$ cat src/rtl/pipelined_shifter.sv
// pipelined_shifter
//   Parametrised barrel shifter for the integer datapath. Supports logical
//   right (SRL), arithmetic right (SRA), logical left (SLL) and rotate right
//   (ROR) on a WIDTH-bit operand. The SHFT_LEN mux layers are grouped
//   REG_EVERY at a time into NSTG registered stages. An elastic valid/ready
//   pipeline gives one op per cycle with backpressure. A sideband tag rides
//   along unmodified.
//
// Ports
//   clk        in   rising-edge clock for all state
//   rst_n      in   synchronous active-low reset
//   in_valid   in   request valid
//   in_ready   out  stage 0 can load this cycle
//   in_x       in   operand [WIDTH]
//   in_shamt   in   shift amount [SHFT_LEN], 0..WIDTH-1
//   in_op      in   00 SRL, 01 SRA, 10 SLL, 11 ROR
//   in_tag     in   request tag [TAG_W]
//   out_valid  out  result valid (last stage valid)
//   out_ready  in   consumer accepts result
//   out_z      out  shifted result [WIDTH]
//   out_tag    out  tag of the result [TAG_W]
module pipelined_shifter #(
  parameter int WIDTH     = 32,
  parameter int SHFT_LEN  = 5,
  parameter int REG_EVERY = 1,
  parameter int TAG_W     = 4
) (
  input  logic                clk,
  input  logic                rst_n,
  input  logic                in_valid,
  output logic                in_ready,
  input  logic [WIDTH-1:0]    in_x,
  input  logic [SHFT_LEN-1:0] in_shamt,
  input  logic [1:0]          in_op,
  input  logic [TAG_W-1:0]    in_tag,
  output logic                out_valid,
  input  logic                out_ready,
  output logic [WIDTH-1:0]    out_z,
  output logic [TAG_W-1:0]    out_tag
);

  localparam int NSTG = (SHFT_LEN + REG_EVERY - 1) / REG_EVERY;

  localparam logic [1:0] OP_SRL = 2'b00;
  localparam logic [1:0] OP_SRA = 2'b01;
  localparam logic [1:0] OP_SLL = 2'b10;

  // One mux layer shifting by k. The SRA fill comes from the bit captured
  // at the input, never from the partially shifted data.
  function automatic logic [WIDTH-1:0] shift_layer(
    input logic [WIDTH-1:0] d,
    input logic [1:0]       op,
    input logic             fill,
    input int unsigned      k
  );
    logic signed [WIDTH:0] ext;
    logic signed [WIDTH:0] ext_sh;
    logic [WIDTH-1:0]      r;
    ext    = {fill, d};
    ext_sh = ext >>> k;
    case (op)
      OP_SRL:  r = d >> k;
      OP_SRA:  r = ext_sh[WIDTH-1:0];
      OP_SLL:  r = d << k;
      default: r = (d >> k) | (d << (WIDTH - k));
    endcase
    return r;
  endfunction

  // Stage registers
  logic                vld_p  [NSTG];
  logic [WIDTH-1:0]    z_p    [NSTG];
  logic [SHFT_LEN-1:0] sh_p   [NSTG];
  logic [1:0]          op_p   [NSTG];
  logic                fill_p [NSTG];
  logic [TAG_W-1:0]    tag_p  [NSTG];

  // Stage inputs (input port for stage 0, previous register otherwise)
  logic                src_vld  [NSTG];
  logic [WIDTH-1:0]    src_z    [NSTG];
  logic [SHFT_LEN-1:0] src_sh   [NSTG];
  logic [1:0]          src_op   [NSTG];
  logic                src_fill [NSTG];
  logic [TAG_W-1:0]    src_tag  [NSTG];

  logic [WIDTH-1:0]    z_nxt    [NSTG];
  logic                ld       [NSTG+1];

  // Load enables ripple back from the consumer: a stage loads when it is
  // empty or its content moves on this cycle, so bubbles collapse.
  always_comb begin
    ld[NSTG] = out_ready;
    for (int s = NSTG - 1; s >= 0; s--) begin
      ld[s] = !vld_p[s] || ld[s+1];
    end
  end

  assign in_ready = ld[0];

  always_comb begin
    src_vld[0]  = in_valid;
    src_z[0]    = in_x;
    src_sh[0]   = in_shamt;
    src_op[0]   = in_op;
    src_fill[0] = in_x[WIDTH-1];
    src_tag[0]  = in_tag;
    for (int s = 1; s < NSTG; s++) begin
      src_vld[s]  = vld_p[s-1];
      src_z[s]    = z_p[s-1];
      src_sh[s]   = sh_p[s-1];
      src_op[s]   = op_p[s-1];
      src_fill[s] = fill_p[s-1];
      src_tag[s]  = tag_p[s-1];
    end
  end

  // Mux layers: layer i (shift by 2^i) belongs to stage i / REG_EVERY.
  // The full shamt is carried; each stage only looks at its own bits.
  always_comb begin
    for (int s = 0; s < NSTG; s++) begin
      z_nxt[s] = src_z[s];
      for (int i = 0; i < SHFT_LEN; i++) begin
        if (((i / REG_EVERY) == s) && src_sh[s][i]) begin
          z_nxt[s] = shift_layer(z_nxt[s], src_op[s], src_fill[s], 32'd1 << i);
        end
      end
    end
  end

  // Stage register boundary: data is written only when a valid op enters,
  // so bubbles leave the payload untouched.
  always_ff @(posedge clk) begin
    if (!rst_n) begin
      for (int s = 0; s < NSTG; s++) begin
        vld_p[s]  <= 1'b0;
        z_p[s]    <= '0;
        sh_p[s]   <= '0;
        op_p[s]   <= '0;
        fill_p[s] <= 1'b0;
        tag_p[s]  <= '0;
      end
    end else begin
      for (int s = 0; s < NSTG; s++) begin
        if (ld[s]) begin
          vld_p[s] <= src_vld[s];
          if (src_vld[s]) begin
            z_p[s]    <= z_nxt[s];
            sh_p[s]   <= src_sh[s];
            op_p[s]   <= src_op[s];
            fill_p[s] <= src_fill[s];
            tag_p[s]  <= src_tag[s];
          end
        end
      end
    end
  end

  assign out_valid = vld_p[NSTG-1];
  assign out_z     = z_p[NSTG-1];
  assign out_tag   = tag_p[NSTG-1];

endmodule

$ cat config.mk
export PLATFORM = sky130hd
export DESIGN_NAME = pipelined_shifter
export DESIGN_NICKNAME = d
export VERILOG_FILES = /design/src/rtl/pipelined_shifter.sv
export SDC_FILE = /design/constraint.sdc
export NUM_CORES = 1
export LEC_CHECK = 0
export CELL_PAD_IN_SITES_DETAIL_PLACEMENT = 0
export CELL_PAD_IN_SITES_GLOBAL_PLACEMENT = 1
export CORE_ASPECT_RATIO = 1.5
export CORE_MARGIN = 3
export CORE_UTILIZATION = 35
export CTS_CLUSTER_SIZE = 16
export DETAILED_ROUTE_END_ITERATION = 10
export HOLD_SLACK_MARGIN = 0.15
export PLACE_DENSITY_LB_ADDON = 0.05
export SYNTH_ARGS = -nofsm -noshare
export SYNTH_HDL_FRONTEND = slang
export SYNTH_SLANG_ARGS = --single-unit
export TNS_END_PERCENT = 10
$ cat constraint.sdc
create_clock -name clk -period 4.6 [get_ports clk]
set_input_delay 0.92 -clock clk [delete_from_list [all_inputs] [get_ports clk]]
set_output_delay 0.92 -clock clk [all_outputs]
set_load 0.05 [all_outputs]
* Word level (Yosys, flattened, before mapping)
Memory sizes are Yosys's and may differ from the RTL's.
Index checks and enable logic that the tools add are counted.
** Word-level totals
- Bits in registers :: 0
- Memory bits (writable) :: 225
- Bits of input ports :: 47
- Memories kept :: 6
** Memory list
- z_p :: words 5, bits a word 32, rd ports 5, clocked after Yosys merged registers in 0, wr ports 5, line 72 : logic [WIDTH-1:0] z_p [NSTG];
- sh_p :: words 5, bits a word 5, rd ports 4, clocked after Yosys merged registers in 0, wr ports 5, line 73 : logic [SHFT_LEN-1:0] sh_p [NSTG];
- tag_p :: words 5, bits a word 4, rd ports 5, clocked after Yosys merged registers in 0, wr ports 5, line 76 : logic [TAG_W-1:0] tag_p [NSTG];
- op_p :: words 5, bits a word 2, rd ports 4, clocked after Yosys merged registers in 0, wr ports 5, line 74 : logic [1:0] op_p [NSTG];
- fill_p :: words 5, bits a word 1, rd ports 4, clocked after Yosys merged registers in 0, wr ports 5, line 75 : logic fill_p [NSTG];
- vld_p :: words 5, bits a word 1, rd ports 5, clocked after Yosys merged registers in 0, wr ports 5, line 71 : logic vld_p [NSTG];
** Operators by class
- Equality and inequality tests :: 10
- Mux-type cells :: 76
- Bitwise gates (word level) :: 35
- Reductions and logical operators :: 15
** Operator list (count)
- $pmux W32 S3 :: 5
- $mux W32 :: 10
- $mux W1 :: 46
- $or A16 B32 Y32 :: 1
- $or A24 B32 Y32 :: 1
- $or A28 B32 Y32 :: 1
- $or A30 B32 Y32 :: 1
- $or A31 B32 Y32 :: 1
- $or A1 B1 Y1 :: 30
- $mux W5 :: 5
- $mux W4 :: 5
- $eq A2 B1 Y1 const B :: 5
- $eq A2 B2 Y1 const B :: 5
- $logic_not A2 Y1 :: 5
- $mux W2 :: 5
- $logic_not A1 Y1 :: 5
- $logic_or A1 B1 Y1 :: 5

* Depth between registers and ports, before layout
- Depth in word-level cells :: 10
- Gate-level depth with buffers :: 6

* Worst setup path after synthesis
Ideal clock, no wire load.
- Path kind :: input to register
- From :: in out_ready
- To :: mem fill_p[1][0] (netlist: fill_p[0][1]), enable pin
- Arrival :: 4148 ps
- Data required time :: 4100 ps
- Path slack :: -48 ps
- Stages on the path :: 3
- Path through :: nand2b_1 -> nor3_1 -> o21ai_0
** RTL lines
- start, declared :: line 37 : input logic out_ready,
- end, declared :: line 75

* Final worst setup path
- From :: in out_ready
- To :: out in_ready
** Between the ends
- Cells in the longest elaborated chain, start to end :: 5
** Ends and longest elaborated chain
- $logic_or A1 B1 Y1 (5 in a row) :: line 94 : ld[s] = !vld_p[s] || ld[s+1];
- end, declared :: line 31 : output logic in_ready,
No other way between the ends.

==> results.py <==
metrics = {
    "synthesis": {
        "syn_area_um2": 10300,
        "synth-seq-area-share_pct": 60.6,
        "synth_top_area_cell": "edfxtp_1",
        "avgSynthCellArea_um2": 10.8,
        "synth-seq-cells": 207,
        "syn_inst": 953,
        "synth_warnings": 0,
        "synth.distinct_cells": 27,
        "yosysTopAreaCellShare_pct": 60.6,
        "syn_nets": 1000,
        "synthTopCellsByArea": "edfxtp_1, a311oi_1, nand2_1",
    },
    "cts": {
        "clkSlewWorstSetupHoldPaths_ns": 0.06,
        "htree_num_levels": 1,
        "clk_root_buffer_cell": "clkbuf_16",
        "cts_buffers": 21,
        "clock_path_buffers": 3,
        "cts_tree": "built",
        "clock_latency_ns": 0.49,
        "cts.sinks": 207,
        "cts_resized": 0,
        "cts_setup_buffers": 0,
        "cts_hold_buf": 0,
    },
    "finish": {
        "syn_to_final_growth_pct": 17.3,
        "antenna_cells": 0,
        "nets": 1033,
        "instances_no_fill": 1390,
        "fill_cells": 2771,
        "ff_latch_area_um2": 6220,
        "multi_input_area_um2": 3710,
        "layout-drive-gt1-share_pct": 6.70,
    },
    "setup_path": {
        "crit_top_cell": "clkdlybuf4s50_1",
        "critPathMaxFanout": 6,
        "worst_setup_path_end_kind": "primary output",
        "crit_chain": "clkdlybuf4s50_1, and4b_1, nand2_1, clkdlybuf4s50_1",
        "cp.required_ns": 3.68,
        "critical_path_buf_inv_count": 2,
        "cp-start-kind": "primary input",
        "arrival_ns": 2.64,
        "cpLargestDelayFamily": "buffers and inverters",
        "cp_slowest_stage_delay_ns": 0.83,
        "criticalPathCategory": "in2out",
        "cpMaxStageDelayCell": "clkdlybuf4s50_1",
    },
    "grt": {
        "antenna_found_initial": 0,
        "grt_pass1_vias": 6982,
        "grt_pass1_wl_mm": 37.7,
        "grt_max_degree": 73,
        "gr-total-overflow": 0,
        "grtUsageTotal_pct": 14.4,
    },
    "route": {
        "route.met3.wl_um": 704,
        "final_antenna_net_count": 0,
        "vias_per_cell": 5.07,
        "top_layer_used": "met4",
        "wl_per_cell_um": 16.3,
        "dr_total_vias": 7049,
        "wl_met1_mm": 9.09,
        "drt_wl_total_mm": 22.6,
        "dr.pass1.iters": 5,
        "first_iter_violations": 421,
        "drc": 0,
        "wl_met2_mm": 12.1,
    },
    "placement": {
        "place_hpwl_mm": 15.7,
        "portBuffers": 84,
        "place_inst": 1353,
        "finalWeightedCongestion": 0.728,
    },
    "sta": {
        "rsz0062_at_grt": "no",
        "fin_crit_sh_pct": 77.5,
        "fmax_mhz": 281,
        "max-slew-margin-rel_pct": 9.69,
        "hold_slack_ns": 0.544,
        "setup_viol": 0,
        "tns_ns": 0,
        "worstMarginPinSlew_ns": 1.35,
        "drv_slew": 0,
        "period_minus_slack_ns": 3.56,
        "hold_violations": 0,
        "skew_ns": 0.00984,
    },
    "worst_hold_path": {
        "hold_class": "reg2reg",
    },
    "die": {
        "die_w_um": 146,
        "std_cell_rows": 76,
        "fp.dieH_um": 216,
        "start_util_pct": 35.6,
        "core_um2": 28800,
        "ios": 85,
        "dieArea_um2": 31500,
    },
    "outcome": {
        "outcome": "complete, no violations",
    },
    "power_and_ir_drop": {
        "leakage_uw": 0.00420,
        "ir_worst_vdd_uv": 233,
        "p_per_area_nw_per_um2": 384,
    },
    "flow_run": {
        "maxCapViolCount": 0,
    },
}
[cells in the final DEF, fill, tap and decap left out, types with 4 or more instances in the layout]
cell	n
nor2_1	133
a211oi_1	30
edfxtp_1	207
clkbuf_1	4
buf_4	15
clkinv_1	6
mux2i_1	30
clkbuf_16	21
clkdlybuf4s50_1	82
clkinv_2	4
nand2_1	163
o21ai_4	4
a311oi_1	84
nand2b_1	36
a21oi_1	46
mux2_2	15
inv_1	5
nand3_1	32
nor3_1	15
and3_1	45
[cells by family after synthesis]
kind of cell / Yosys count / synth area share [%]
AOI/OAI and AO/OA: 170 / 12.2
buffers and inverters: 95 / 3.83
DFF: 207 / 60.6
muxes: 45 / 4.57
and+or+nand+nor: 436 / 18.8
[stage by stage]
| step | utilization [%] | power (uW) | cell area [um^2] | worst slack [ns] |
|---|---|---|---|---|
| 6_report | 41.8 | 4620 | 12000 | 1.04 |
| 5_1_grt | 41.8 | 4860 | 12000 | 0.951 |
| 4_1_cts | 41.8 | 4700 | 12000 | 1.02 |
| 3_5_place_dp | 39.5 | 3050 | 11400 | 1.04 |
| 3_3_place_gp | 39.5 | 3050 | 11400 | 1.07 |
| 2_1_floorplan | - | 2820 | 10300 | 0.0677 |
[cell usage after synthesis, drive strengths merged]
| cell type | number |
|---|---|
| a211oi | 30 |
| a21oi | 46 |
| a22o | 1 |
| a311oi | 84 |
| a32oi | 1 |
| and2 | 1 |
| and3 | 45 |
| and4b | 1 |
| buf | 25 |
| clkbuf | 65 |
| edfxtp | 207 |
| inv | 5 |
| mux2 | 15 |
| mux2i | 30 |
| nand2 | 164 |
| nand2b | 36 |
| nand3 | 32 |
| nand3b | 3 |
| nor2 | 133 |
| nor2b | 4 |
| nor3 | 15 |
| o21ai | 8 |
| or2 | 2 |
[area by class of cell]
cell class              count  area share (%)
clock buffers              25            4.49
clock inverters            12           0.852
inverters                   5           0.156
multi-input cells         651            30.8
flip-flops and latches    207            51.6
well taps                 390            4.05
repair buffers            100            8.00
[worst paths after layout]
| path | cells after the start | slack, ns | start | endpoint |
|---|---|---|---|---|
| min | 1 | 0.54 | tag_p[0][13] | tag_p[0][17] |
| max reg2reg | 3 | 2.14 | op_p[0][4] | z_p[0][116] |
| max | 4 | 1.04 | out_ready | in_ready |
| min reg2reg | 1 | 0.54 | tag_p[0][13] | tag_p[0][17] |
[sequential cells by signal, summed over array words and instances (netlist names)]
signal,count
fill_p,4
vld_p,5
z_p,160
tag_p,20
op_p,8
sh_p,10
[metal layers]
metal,vias up,track usage [%]
met5,-,0
met4,0,5.20
met3,35,1.72
met2,120,27.1
met1,3315,16.8
li1,3579,-
[report_power, final]
group	switching (uW)	total (uW)	leakage [uW]	internal [uW]
Combinational	384	610	0.00169	226
Sequential	119	2390	0.00219	2270
Clock	676	1620	0.000317	947
Total	1180	4620	0.00420	3440
No activity file was read; power rests on OpenSTA's default activity.
==> variant: new RTL, same flow settings <==
The parameter `WIDTH` goes from 32 to 16.
--- a/src/rtl/pipelined_shifter.sv
+++ b/src/rtl/pipelined_shifter.sv
@@ -21,5 +21,5 @@
 //   out_tag    out  tag of the result [TAG_W]
 module pipelined_shifter #(
-  parameter int WIDTH     = 32,
+  parameter int WIDTH     = 16,
   parameter int SHFT_LEN  = 5,
   parameter int REG_EVERY = 1,
Interface: changed (resized in_x and out_z); port bits go from 85 to 53. The function was not compared with the original's and may differ.
==> variant against the unedited design <==
- global-route usage decreased by 2.2 points
- sequential cell count decreased by 80
- worst setup slack improved by 15 ps
- final area decreased by 40%
- first-iteration DRC count decreased by 73%
- wire length decreased by 52%
- fmax increased by 0.43%
- area after synthesis decreased by 41%
- total power decreased by 32%
- register-to-register slack improved by 220 ps
- largest cell class unchanged
- largest power group unchanged
==> variant: results (changes against the unedited design) <==
run status completed (unchanged); fillers 1631 (was 2771); Commonest cells post-synth sky130_fd_sc_hd__edfxtp_1, sky130_fd_sc_hd__nor2_1, sky130_fd_sc_hd__nand2_1 (was sky130_fd_sc_hd__edfxtp_1, sky130_fd_sc_hd__nand2_1, sky130_fd_sc_hd__nor2_1); number of instances in the placed design 738 (was 1353); Total Nets Final 578 (was 1033); CTS Root Buffer Type sky130_fd_sc_hd__clkbuf_16 (unchanged); total via count after detailed routing 3839 (was 7049); violation count after the first detailed-routing iteration 114 (was 421); Max IR drop VDD 0.1889 mV (was 0.2329 mV); clock buffer depth 2 (was 3); wire length of the first global-routing pass 18360 um (was 37740 um); yosys synthesis warning count 0 (unchanged); antenna violations before repair 0 (unchanged); number of synthesized flops with an enable pin 127 (was 207); end point of the most critical hold path tag_p[0][4]$_SDFFCE_PN0P_ (was tag_p[0][17]$_SDFFCE_PN0P_); drt via density 4.992 (was 5.071); Synth cell types 31 (was 27); largest net degree at the start of global routing 82 (was 73); leading registers by flop count z_p: 80 flops, tag_p: 20 flops, sh_p: 10 flops (was z_p: 160 flops, tag_p: 20 flops, sh_p: 10 flops); number of detailed-route iterations in the first pass 4 (was 5); hold path startpoint tag_p[0][0]$_SDFFCE_PN0P_ (was tag_p[0][13]$_SDFFCE_PN0P_); fin. max-slew vios 0 (unchanged); clock transition at the registers of the reported paths 60 ps (about the same); clock buffers created by TritonCTS 17 (was 21); clock network latency to the later pin of the worst-skew pair 410 ps (was 490 ps); worst hold-check path type reg -> reg (unchanged); critical register-to-register path startpoint vld_p[0][2]$_SDFFCE_PP0P_ (was op_p[0][4]$_SDFFCE_PN0P_); critical register-to-register path endpoint z_p[0][3]$_SDFFCE_PN0P_ (was z_p[0][116]$_SDFFCE_PN0P_); data arrival at the endpoint of the critical path 2630 ps (was 2640 ps); worst clock skew 15.26 ps (was 9.837 ps); # port buffers 52 (was 84); worst rel slew slack 27.48% (was 9.691%); wire length after detailed routing 10940 um (was 22600 um); post-synthesis net count 543 (was 1000); share of cells above drive strength 1 8.945% (was 6.700%); ranking of synthesized cells by area sky130_fd_sc_hd__edfxtp_1, sky130_fd_sc_hd__and3_1, sky130_fd_sc_hd__nor2_1 (was sky130_fd_sc_hd__edfxtp_1, sky130_fd_sc_hd__a311oi_1, sky130_fd_sc_hd__nand2_1); leakage power of the design 2.634 nW (was 4.196 nW); placer congestion estimate 0.8389 (was 0.7279); setup slack on the worst flop-to-flop path 2360 ps (was 2140 ps); post-DP HPWL 7664 um (was 15700 um); total track usage 12.22% (was 14.44%); cells after synthesis 512 (was 953); maximum level of the CTS H-tree 4 (was 1); worst reg-to-reg path cell count 5 (was 3); fraction of the yosys area taken by sequential cells 63.47% (was 60.56%); share of synthesized registers carrying an async set or reset 0% (unchanged)
## variant: cell types whose count changed after synthesis, sizes merged, moves of 9 or more
cell,change
edfxtp,-80
nor2,-65
a21oi,-9
a211oi,-16
nand2b,-17
a311oi,-56
mux2i,-16
clkbuf,-40
nand2,-103
nand3,-16
## variant: metrics by stage
stage	hold WS, ps	cell area (um^2)	setup slack (ps)
after CTS	551.6	7211	1054
after floorplan	527.9	6008	1117
after detailed placement	536.3	6594	1052
after global routing	565.4	7211	980.9
after global placement	531.7	6594	1084
final	551.4	7211	1050
## variant: report_power, final
part	leakage [nW]	total, mW	switching [mW]	internal, mW
logic	0.992	0.296	0.178	0.118
clock network	0.293	1.39	0.483	0.904
registers	1.35	1.45	0.0627	1.38
total	2.63	3.13	0.723	2.41
## variant: worst max path at each step
stage                     slack (ps)                          to
after CTS                       1050                    in_ready
after detailed placement        1050                    in_ready
after global routing             980                    in_ready
after global placement          1080                    in_ready
after floorplan                 1120  fill_p[0][1]$_SDFFCE_PN0P_
final                           1050                    in_ready
## variant: kinds of logic after synthesis
kind of cell	count (synthesis)	synth area share (%)
muxes	21	3.644
and+or+nand+nor	227	18.01
DFF	127	63.47
buffers and inverters	47	4.540
AOI/OAI and AO/OA	90	10.33
## variant: routing by layer
| layer | track usage, % | wire length (um) |
|---|---|---|
| met5 | 0 | 0 |
| met2 | 23.76 | 6432 |
| met4 | 5.230 | 176 |
| met3 | 3.308 | 347 |
| met1 | 11.69 | 3986 |
## variant: worst max-delay path, stage by stage
cell and delay [ps]:
sky130_fd_sc_hd__clkdlybuf4s50_1 470, sky130_fd_sc_hd__and4b_1 240, sky130_fd_sc_hd__nand2_1 160, sky130_fd_sc_hd__clkdlybuf4s50_1 830
## variant: layout make-up
class	instances	area share (%)
Sequential cell	127	52.89
Multi-Input combinational cell	338	26.81
Timing Repair Buffer	58	7.843
Clock buffer	17	5.900
Tap cell	210	3.644
Clock inverter	14	2.655
Inverter	5	0.2603
